`src/rtl/csp_channel.sv`:
```
// csp_channel: four-phase bundled-data CSP channel, sender/receiver FSMs around a DEPTH-entry FIFO.
// Define CSP_CHANNEL_PROBE_EN to expose the FIFO occupancy on count_o.
module csp_channel #(
    parameter int WIDTH = 8,
    parameter int DEPTH = 2
) (
    input  logic             clk,
    input  logic             rst_n,
    input  logic             s_req_i,
    input  logic [WIDTH-1:0] s_data_i,
    output logic             s_ack_o,
    output logic             r_req_o,
    output logic [WIDTH-1:0] r_data_o,
    input  logic             r_ack_i
`ifdef CSP_CHANNEL_PROBE_EN
    ,
    output logic [$clog2(DEPTH+1)-1:0] count_o
`endif
);
    localparam int PW = $clog2(DEPTH);
    localparam int CW = $clog2(DEPTH + 1);
    localparam logic [0:0] S_IDLE = 1'b0;
    localparam logic [0:0] S_ACK  = 1'b1;
    localparam logic [1:0] R_IDLE = 2'd0;
    localparam logic [1:0] R_REQ  = 2'd1;
    localparam logic [1:0] R_WAIT = 2'd2;

    logic [WIDTH-1:0] mem_q [DEPTH];
    logic [PW-1:0]    wr_ptr_q, rd_ptr_q;
    logic [CW-1:0]    count_q, count_d;
    logic [0:0]       s_state_q, s_state_d;
    logic [1:0]       r_state_q, r_state_d;
    logic [WIDTH-1:0] r_data_q, r_data_d;
    logic             full, empty, push, pop, load;

    // Handshake decisions use the pre-edge occupancy, so a push into a full FIFO waits even if a pop happens.
    always_comb begin
        full      = count_q == CW'(DEPTH);
        empty     = count_q == '0;
        push      = (s_state_q == S_IDLE) && s_req_i && !full;
        pop       = (r_state_q == R_REQ) && r_ack_i;
        load      = (r_state_q == R_IDLE) && !empty && !r_ack_i;
        count_d   = count_q + CW'(push) - CW'(pop);
        s_state_d = (s_state_q == S_IDLE) ? (push ? S_ACK : S_IDLE) : (s_req_i ? S_ACK : S_IDLE);
        r_state_d = (r_state_q == R_IDLE) ? (load ? R_REQ : R_IDLE) :
                    (r_state_q == R_REQ)  ? (pop ? R_WAIT : R_REQ) :
                    (r_ack_i ? R_WAIT : R_IDLE);
        r_data_d  = load ? mem_q[rd_ptr_q] : r_data_q;
    end

    // Control state; reset drops every stored token and in-flight handshake at once.
    always_ff @(posedge clk or negedge rst_n) begin
        if (!rst_n) begin
            s_state_q <= S_IDLE;
            r_state_q <= R_IDLE;
            count_q   <= '0;
            wr_ptr_q  <= '0;
            rd_ptr_q  <= '0;
            r_data_q  <= '0;
        end else begin
            s_state_q <= s_state_d;
            r_state_q <= r_state_d;
            count_q   <= count_d;
            wr_ptr_q  <= push ? wr_ptr_q + PW'(1) : wr_ptr_q;
            rd_ptr_q  <= pop ? rd_ptr_q + PW'(1) : rd_ptr_q;
            r_data_q  <= r_data_d;
        end
    end

    // Storage needs no reset: entries are only read after being written.
    always_ff @(posedge clk) begin
        if (push) mem_q[wr_ptr_q] <= s_data_i;
    end

    assign s_ack_o  = s_state_q == S_ACK;
    assign r_req_o  = r_state_q == R_REQ;
    assign r_data_o = r_data_q;
`ifdef CSP_CHANNEL_PROBE_EN
    assign count_o  = count_q;
`endif
endmodule

```
`config.mk`:
```
export PLATFORM = sky130hd
export DESIGN_NAME = csp_channel
export DESIGN_NICKNAME = d
export VERILOG_FILES = /design/src/rtl/csp_channel.sv
export SDC_FILE = /design/constraint.sdc
export NUM_CORES = 1
export LEC_CHECK = 0
export ABC_AREA = 1
export CAP_MARGIN = 20
export CORE_ASPECT_RATIO = 2
export CORE_MARGIN = 3
export CORE_UTILIZATION = 40
export CTS_CLUSTER_SIZE = 10
export DETAILED_ROUTE_END_ITERATION = 7
export GPL_TIMING_DRIVEN = 0
export PLACE_DENSITY = 0.68
export SLEW_MARGIN = 20
export SYNTH_ARGS = -nofsm -noshare
export SYNTH_HDL_FRONTEND = slang
export SYNTH_SLANG_ARGS = --single-unit
```
`constraint.sdc`:
```
create_clock -name clk -period 4.55 [get_ports clk]
set_clock_uncertainty 0.1 [all_clocks]
set_input_delay 0.91 -clock clk [delete_from_list [all_inputs] [get_ports clk]]
set_output_delay 0.91 -clock clk [all_outputs]
set_load 0.02 [all_outputs]
```
==> metrics.csv, run 1 <==
stage;metric;value;unit
outcome;status;complete, no violations;
die;Die Wd;45.84;µm
clock_network;clk buf depth;2;
die;IO Count;22;
clock_network;CTS tree;built;
cells_and_area;register area;855.8;µm²
critical_path;critical-path cell list;inv_1 -> nand2_1 -> inv_1 -> clkdlybuf4s50_1;
clock_network;clk slew on worst S/H paths;70;ps
clock_network;Clock Latency Late Sink;280;ps
yosys;Avg Cell Area, Syn;10.32;µm²
cells_and_area;filler cell count;273;
critical_path;kind of end point of the critical path;primary output;
drt;WL final;2.215;mm
placed_design;Placed Cells;174;
die;Chip Height;85.69;µm
job;max cap viols;0;
hold_path;Worst Hold Endpoint;r_data_o[4];
yosys;Yosys cell types;18;
placed_design;# port buffers;21;
die;die area;3928;µm²
yosys;Syn Inst Count;123;
critical_path;Worst Setup SP;r_state_q[1];
critical_path;critical path class;flip-flop to primary output;
critical_path;startpoint types;flip-flop;
yosys;ranking of synthesized cells by area;edfxtp_1, dfrtp_1, nand2_1, nand3_1, inv_1;
cells_and_area;NumNets Final;164;
drt;WL/cell;12.17;µm
yosys;mux contribution to synthesized area;0;%
placed_design;placed wire-length estimate;1.716;mm
die;core box area;3013;µm²
critical_path;FF-to-FF path depth;3;
critical_path;R2R setup slack;2880;ps
power;LEAKAGE;0.0007474;µW
clock_network;post-CTS repair timing setup buffer count;0;
clock_network;post_cts resized;0;
timing;RSZ-0062 raised after global routing;no;
yosys;largest family of logic cells by synthesized area;simple AND/OR/NAND/NOR gates;
yosys;adder-cell share of the synthesized area;0.9852;%
critical_path;Max stage delay on crit path;590;ps
power;clock share of power;23.3;%
critical_path;Critical path buffers and inverters;3;
yosys;Synth Area in Compound Gates;0.7882;%
timing;Final TNS setup;0;ps
grt;vias in the first global route;916;
critical_path;crit-path max FO;3;
power;Sw Share;35.58;%
timing;# setup viols final;0;
timing;Worst-Margin Slew;704.1;ps
power;pwr dens;681.7;nW/µm²
power;proportion of power drawn by flip-flops and latches;39.6;%
yosys;Synth warnings;0;
drt;DRC viols;0;
yosys;Yosys top cell area share;37.83;%
critical_path;worst reg2reg endpoint;mem_q[0][3];
cells_and_area;share of cells above drive strength 1;12.50;%
yosys;Cell Area, Synth;1270;µm²
grt;Overall Global Routing Usage;13.93;%
yosys;Synth Area in Simple Gates;25.42;%
grt;GRT overflow;0;
drt;vias per inst;4.731;
placed_design;routability cong.;0.7368;
drt;antenna viol nets, final;0;
grt;initial antenna violation count;0;
critical_path;r2r startpoint;count_q[1];
placed_design;Placed Area;1518;µm²
cells_and_area;Layout area overhead;27.98;%
hold_path;HP Class;flip-flop to flip-flop;
cells_and_area;finished layout cell area;1625;µm²
hold_path;origin of the worst min-delay path;r_data_o[4];
critical_path;most frequent CP cell;inv_1;
die;Initial Util;42.15;%
power;power share of the combinational group;37.2;%
yosys;largest area contributor in the netlist;edfxtp_1;
power;Int Power;713.8;µW
critical_path;cell family with most CP delay;buffers and inverters;
cells_and_area;Multi-input gate area;354.1;µm²
clock_network;CTS Buf Count;5;
clock_network;Post-CTS Hold Fix Bufs;0;
power;Max rail drop VDD;504.4;µV
die;FP Rows;28;
cells_and_area;antenna cells;0;
timing;Fin. Hold Viols;0;
yosys;Seq/Total Area, Yosys;67.39;%
hold_path;hold path cells;2;
cells_and_area;Cell Count, Final, Fillers Out;182;
critical_path;Slowest-stage cell, CP;clkdlybuf4s50_1;
power;NetSw;394.2;µW
drt;drt pass-1 iters;4;
timing;fin crit share;54.88;%
critical_path;critical path arrival;1490;ps
clock_network;Clock Tree Root;clkbuf_8;
clock_network;Sink Count;31;
yosys;XOR/XNOR Fraction of Synth Area;0.6897;%
grt;first-pass GRT wire length;3.919;mm
clock_network;H-tree depth;2;
timing;Slew Viols, Final;0;
timing;Worst slew margin;52.92;%
timing;Period minus WS final;2497;ps
drt;Iter 0 DRT Violations;10;
yosys;number of synthesized register bits;31;
timing;Peak Freq;400.4;MHz
drt;Vias;861;
grt;pin count of the biggest net entering global routing;16;
yosys;net count after synthesis;136;
critical_path;critical path required time;3540;ps
-- worst register-to-register path: cells and delay by family, from the launching register on --
kind / cells / cell delay [ps]
flip-flops: 1 / 420
AND/OR/NAND/NOR: 3 / 780
-- synthesized netlist by cell type --
cell type  count
a21oi_1        1
buf_2          1
buf_4          1
dfrtp_1       15
edfxtp_1      16
ha_1           1
inv_1          8
inv_2          3
inv_4          1
nand2_1       52
nand2_2        1
nand3_1       11
nand3_4        1
nor2_1         5
nor2_2         3
nor2_4         1
o21ai_1        1
xor2_1         1
-- kinds of logic (layout without fill, tap and decap cells) --
kind of cell,count (synthesis),in the layout
xor gates and xnor gates,1,1
AOI/OAI and AO/OA,2,2
DFF,31,31
adders and majority gates,1,1
and+or+nand+nor,74,74
buffers and inverters,14,43
-- flip-flops by register name, summed over array words and instances (netlist names) --
register   cells
wr_ptr_q       1
rd_ptr_q       1
r_data_o       8
r_state_q      2
count_q        2
s_ack_o        1
mem_q         16
-- routing by layer --
| layer | share of wire (%) | track usage [%] | vias up |
|---|---|---|---|
| met2 | 58 | 23.99 | 19 |
| met3 | 4.7 | 5.252 | 5 |
| met1 | 34 | 13.10 | 392 |
| met4 | 2.5 | 7.772 | 0 |
| li1 | - | - | 445 |
| met5 | 0 | 0 | - |
-- power by group through the flow --
stage	sequential [µW]	clock (µW)	combinational [µW]
4_1_cts	439	265	420
3_3_place_gp	439	0	396
3_5_place_dp	444	0	419
6_report	439	258	412
2_1_floorplan	483	0	224
5_1_grt	449	277	468
-- worst max path at each step --
stage	end	slack (ps)	cells past startpoint
2_1_floorplan	mem_q[0][0]	2560	4
3_3_place_gp	mem_q[0][0]	1870	5
3_5_place_dp	mem_q[0][0]	1820	5
4_1_cts	r_req_o	2030	4
5_1_grt	r_req_o	1970	4
6_report	r_req_o	2050	4
-- final cells by class --
cell class | instances | share of cell area, %
Buffer | 2 | 0.7698
Clock buffer | 5 | 4.234
Clock inverter | 3 | 2.386
Inverter | 12 | 2.925
Multi-Input combinational cell | 78 | 21.79
Sequential cell | 31 | 52.66
Tap cell | 30 | 2.309
Timing Repair Buffer | 21 | 12.93
-- cell usage in the layout (no fill, tap or decap), types with 3 or more instances in the layout --
master,n
clkbuf_8,5
clkdlybuf4s50_1,21
dfrtp_1,15
edfxtp_1,16
inv_1,8
inv_2,3
nand2_1,52
nand3_1,11
nor2_1,5
nor2_2,3
-- per-stage QoR --
step / hold slack [ps] / worst slack [ps] / power, µW / util (%)
floorplan: 384.6 / 2559 / 707.1 / -
global placement: 352.1 / 1869 / 835.1 / 50.37
detailed placement: 357.6 / 1819 / 863.2 / 50.37
CTS: 373.8 / 2032 / 1124 / 53.95
global route: 391.2 / 1969 / 1194 / 53.95
finish: 370.2 / 2053 / 1108 / 53.95
Power figures use the tool's default switching activity.
==> inputs of run 2 (changes only) <==
Settings changed: PLACE_DENSITY 0.68 to 0.71.
Clock period 4.55 ns to 2.1 ns, I/O delays scaled along.
==> metrics.csv, run 2 (same netlist as run 1, synthesis figures left out) <==
stage;metric;value;unit;change
outcome;status;complete, no violations;;
drt;Vias;887;;+3.0%
drt;antenna viol nets, final;0;;unchanged
power;Max rail drop VDD;915.3;µV;+81%
hold_path;origin of the worst min-delay path;r_data_o[0];;
placed_design;pre-CTS setup slack;-154.0;ps;-1973 ps
clock_network;post-CTS repair timing setup buffer count;0;;unchanged
power;pwr dens;1425;nW/µm²;+110%
power;LEAKAGE;0.0007345;µW;-1.7%
timing;# setup viols final;0;;unchanged
critical_path;critical path class;flip-flop to primary output;;
critical_path;most frequent CP cell;inv_1;;
die;Initial Util;42.15;%;unchanged
critical_path;critical path required time;1580;ps;-1960 ps
clock_network;CTS tree;built;;
clock_network;H-tree depth;2;;unchanged
critical_path;startpoint types;flip-flop;;
timing;RSZ-0062 raised after global routing;no;;
grt;Overall Global Routing Usage;13.84;%;-0.089 points
die;Die Wd;45.84;µm;unchanged
placed_design;# port buffers;21;;unchanged
timing;fin crit share;95.95;%;
drt;vias per inst;4.874;;+3.0%
grt;vias in the first global route;929;;+1.4%
die;core box area;3013;µm²;unchanged
die;IO Count;22;;unchanged
drt;WL final;2.247;mm;+1.4%
power;Int Power;1429;µW;+100%
power;Overall Power;2279;µW;+110%
hold_path;HP Class;flip-flop to flip-flop;;
clock_network;clk buf depth;2;;unchanged
cells_and_area;filler cell count;291;;+6.6%
critical_path;kind of end point of the critical path;primary output;;
cells_and_area;antenna cells;0;;unchanged
timing;Worst-Margin Slew;706.1;ps;+1.985 ps
drt;WL/cell;12.35;µm;+1.4%
clock_network;Sink Count;31;;unchanged
placed_design;routability cong.;0.7419;;+0.69%
critical_path;Max stage delay on crit path;590;ps;about the same
hold_path;hold path cells;2;;unchanged
critical_path;r2r startpoint;count_q[1];;
critical_path;FF-to-FF path depth;3;;unchanged
timing;Period minus WS final;2015;ps;
clock_network;Clock Tree Root;clkbuf_8;;
cells_and_area;commonest non-fill, non-tap cell in the layout;nand2_1;;
power;power share of the combinational group;39.6;%;+2.4 points
grt;GRT met3 Usage;4.622;%;-0.63 points
power;proportion of power drawn by flip-flops and latches;41.7;%;+2.1 points
timing;Peak Freq;496.3;MHz;
hold_path;Worst Hold Endpoint;r_data_o[0];;
timing;Worst slew margin;52.78;%;-0.13 points
timing;Slew Viols, Final;0;;unchanged
clock_network;Post-CTS Hold Fix Bufs;0;;unchanged
grt;initial antenna violation count;0;;unchanged
critical_path;R2R setup slack;430;ps;-2450 ps
grt;first-pass GRT wire length;3.898;mm;-0.54%
clock_network;Clock Latency Late Sink;280;ps;about the same
placed_design;placed wire-length estimate;1.779;mm;+3.7%
critical_path;worst reg2reg endpoint;mem_q[0][6];;
die;FP Rows;28;;unchanged
cells_and_area;NumNets Final;164;;unchanged
critical_path;critical-path cell list;inv_1 -> nand2_1 -> inv_1 -> clkdlybuf4s50_1;;
grt;pin count of the biggest net entering global routing;16;;unchanged
critical_path;Slowest-stage cell, CP;clkdlybuf4s50_1;;
drt;Iter 0 DRT Violations;9;;-1
power;clock share of power;18.6;%;-4.7 points
grt;GR Util met1;12.38;%;-0.73 points
power;Sw Share;37.31;%;+1.7 points
critical_path;crit-path max FO;3;;unchanged
cells_and_area;Layout area overhead;25.91;%;
drt;drt pass-1 iters;4;;unchanged
drt;DRC viols;0;;unchanged
cells_and_area;Reg with most FFs;mem_q;;
job;max cap viols;0;;unchanged
clock_network;post_cts resized;0;;unchanged
power;NetSw;850.2;µW;+120%
die;Chip Height;85.69;µm;unchanged
grt;GRT overflow;0;;unchanged
cells_and_area;share of cells above drive strength 1;11.84;%;-0.66 points
timing;final setup margin;85.11;ps;-1968 ps
clock_network;CTS Buf Count;5;;unchanged
cells_and_area;commonest cells after routing, fill and taps aside;nand2_1, clkdlybuf4s50_1, edfxtp_1;;
die;die area;3928;µm²;unchanged
cells_and_area;max reg flops;16;;unchanged
clock_network;clk slew on worst S/H paths;60;ps;about the same
grt;busiest grt layer;met2;;
grt;met2 usage;24.75;%;+0.75 points
critical_path;critical path arrival;1490;ps;about the same
timing;Fin. Hold Viols;0;;unchanged
[run 2: cell types whose count changed in the layout (fill, tap and decap cells not counted)]
cell	before	now
bufinv_16	1	0
clkbuf_1	0	1
[run 2: cell type report]
class                           instances  area [µm²]  area share [%]
Clock buffer                            6       72.57           4.538
Sequential cell                        31       855.8           53.52
Clock inverter                          2       8.758          0.5477
Timing Repair Buffer                   21       210.2           13.15
Buffer                                  2       12.51          0.7825
Inverter                               12       47.55           2.973
Multi-Input combinational cell         78       354.1           22.14
Tap cell                               30       37.54           2.347
[run 2: routing by layer]
layer | share of wire [%] | up-vias | routed length (µm)
met5 | 0 | - | 0
met4 | 3.0 | 0 | 67
met3 | 4.7 | 7 | 106
met2 | 59 | 24 | 1328
met1 | 33 | 410 | 744
li1 | - | 446 | -
[run 2: critical path: cells and delay by family, from the launching register on]
family	cells	cell delay, ps
buffers and inverters	3	740
flip-flops	1	380
AND/OR/NAND/NOR	1	90
[run 2: power by group through the flow]
| stage | logic (µW) | registers (µW) | clock network (µW) |
|---|---|---|---|
| floorplan | 486 | 1050 | 0 |
| global placement | 855 | 951 | 0 |
| detailed placement | 911 | 965 | 0 |
| CTS | 914 | 953 | 443 |
| global route | 1000 | 976 | 477 |
| finish | 903 | 951 | 425 |
[run 2: through the flow]
step / cell area [µm²] / hold slack [ps] / util, % / setup TNS (ps) / cells
floorplan: 1270 / 24.41 / - / 0 / 123
global placement: 1518 / 352.8 / 50.37 / -585.0 / 174
detailed placement: 1518 / 359.0 / 50.37 / -1275 / 174
CTS: 1599 / 374.6 / 53.07 / 0 / 182
global route: 1599 / 390.5 / 53.07 / 0 / 182
finish: 1599 / 368.2 / 53.07 / 0 / 182
[run 2: worst max path at each step]
stage	slack, ps	cells past startpoint	end	start
2_1_floorplan	520	3	mem_q[0][0]	s_ack_o
3_3_place_gp	-70	5	mem_q[0][2]	s_req_i
3_5_place_dp	-150	5	mem_q[0][2]	s_req_i
4_1_cts	70	4	r_req_o	r_state_q[1]
5_1_grt	10	4	r_req_o	r_state_q[1]
6_report	90	4	r_req_o	r_state_q[1]
==> inputs of run 3 (changes only) <==
Settings changed: CORE_ASPECT_RATIO 2 to 1.75.
==> metrics.csv, run 3 (same netlist as run 1, synthesis figures left out) <==
stage;metric;value;unit;change
outcome;status;complete, no violations;;
placed_design;pre-CTS setup slack;-152.2;ps;+1.842 ps
power;LEAKAGE;0.0007474;µW;+1.8%
clock_network;CTS tree;built;;
grt;vias in the first global route;900;;-3.1%
timing;fin crit share;95.24;%;-0.71 points
timing;RSZ-0062 raised after global routing;no;;
die;IO Count;22;;unchanged
grt;Overall Global Routing Usage;12.40;%;-1.4 points
cells_and_area;share of cells above drive strength 1;12.50;%;+0.66 points
cells_and_area;antenna cells;0;;unchanged
critical_path;critical path class;flip-flop to primary output;;
placed_design;Placed Cells;186;;+6.9%
drt;antenna viol nets, final;0;;unchanged
grt;first-pass GRT wire length;3.684;mm;-5.5%
timing;Peak Freq;500.0;MHz;+0.74%
die;Chip Height;80.54;µm;-6.0%
timing;# setup viols final;0;;unchanged
placed_design;routability cong.;0.7475;;+0.75%
clock_network;post-CTS repair timing setup buffer count;0;;unchanged
drt;WL final;2.102;mm;-6.5%
timing;hold_ws;369.0;ps;+0.8120 ps
critical_path;kind of end point of the critical path;primary output;;
placed_design;placed wire-length estimate;1.621;mm;-8.8%
clock_network;clk buf depth;2;;unchanged
cells_and_area;max reg flops;16;;unchanged
drt;WL/cell;10.84;µm;-12%
clock_network;Sink Count;31;;unchanged
cells_and_area;Cell Count, Final, Fillers Out;194;;+6.6%
hold_path;hold path cells;2;;unchanged
hold_path;HP Class;flip-flop to flip-flop;;
clock_network;Clock Latency Late Sink;270;ps;about the same
critical_path;critical path required time;1580;ps;about the same
drt;Iter 0 DRT Violations;12;;+3
drt;Vias;861;;-2.9%
drt;vias per inst;4.438;;-8.9%
placed_design;# port buffers;21;;unchanged
cells_and_area;Reg with most FFs;mem_q;;
drt;drt pass-1 iters;4;;unchanged
cells_and_area;filler cell count;280;;-3.8%
clock_network;post_cts resized;0;;unchanged
cells_and_area;NumNets Final;164;;unchanged
clock_network;Post-CTS Hold Fix Bufs;0;;unchanged
clock_network;H-tree depth;2;;unchanged
grt;GRT overflow;0;;unchanged
critical_path;crit-path max FO;3;;unchanged
clock_network;clk slew on worst S/H paths;60;ps;about the same
die;Die Wd;48.60;µm;+6.0%
power;Max rail drop VDD;732.4;µV;-20%
job;max cap viols;0;;unchanged
die;FP Rows;26;;-7.1%
clock_network;Clock Tree Root;clkbuf_8;;
timing;Worst-Margin Slew;669.4;ps;-36.69 ps
timing;final setup margin;99.99;ps;+14.88 ps
critical_path;FF-to-FF path depth;3;;unchanged
timing;Period minus WS final;2000;ps;-14.88 ps
critical_path;critical path arrival;1480;ps;about the same
timing;Slew Viols, Final;0;;unchanged
die;core box area;2993;µm²;-0.66%
critical_path;startpoint types;flip-flop;;
cells_and_area;Multi-input gate area;354.1;µm²;unchanged
die;Initial Util;42.43;%;+0.28 points
timing;Fin. Hold Viols;0;;unchanged
cells_and_area;commonest cells after routing, fill and taps aside;nand2_1, clkdlybuf4s50_1, edfxtp_1;;
cells_and_area;register area;855.8;µm²;unchanged
grt;pin count of the biggest net entering global routing;16;;unchanged
power;pwr dens;1461;nW/µm²;+2.5%
die;die area;3914;µm²;-0.36%
cells_and_area;commonest non-fill, non-tap cell in the layout;nand2_1;;
grt;initial antenna violation count;0;;unchanged
cells_and_area;Layout area overhead;29.16;%;
clock_network;CTS Buf Count;5;;unchanged
drt;DRC viols;0;;unchanged
timing;Worst slew margin;55.21;%;+2.4 points
-- run 3: cell count changes in the layout (fill, tap and decap cells not counted) --
cell       previous run  this run
bufinv_16             0         1
clkbuf_1              1         0
-- run 3: stage by stage --
step	util (%)	area [µm²]	setup TNS, ps	total power (µW)
floorplan	-	1270	0	1532
global placement	51.21	1533	-707.5	1811
detailed placement	51.21	1533	-1216	1864
CTS	54.81	1640	0	2424
global route	54.81	1640	0	2568
finish	54.81	1640	0	2396
-- run 3: cell type report --
| type | instances | area share (%) |
|---|---|---|
| Multi-Input combinational cell | 78 | 21.59 |
| Clock inverter | 3 | 2.365 |
| Buffer | 2 | 0.7628 |
| Sequential cell | 31 | 52.17 |
| Timing Repair Buffer | 21 | 12.81 |
| Inverter | 12 | 2.899 |
| Clock buffer | 5 | 4.195 |
| Tap cell | 42 | 3.204 |
-- run 3: power by group --
group	leakage, µW	total [µW]	internal [µW]	switching, µW
Sequential	0.000331	954	852	102
Combinational	0.000361	888	349	539
Clock	0.0000556	554	347	208
-- run 3: final timing paths --
check	from	end	slack [ps]
setup reg to reg	s_ack_o	mem_q[0][7]	420
setup / recovery	r_state_q[1]	r_req_o	100
min in group asynchronous	rst_n	count_q[0]	450
hold reg to reg	r_data_o[6]	r_data_o[6]	370
max in group asynchronous	rst_n	s_ack_o	1030
hold / removal	r_data_o[6]	r_data_o[6]	370
-- run 3: metal layers --
metal | part of all wire (%) | track usage, % | routed length (µm)
met3 | 5.4 | 4.267 | 114
met5 | 0 | 0 | 0
met2 | 57 | 23.34 | 1193
met1 | 36 | 11.34 | 767
met4 | 1.2 | 7.123 | 26
-- run 3: critical path, stage by stage (launching register included) --
cell and delay (ps):
dfrtp_1 380, inv_1 90, nand2_1 90, inv_1 60, clkdlybuf4s50_1 590
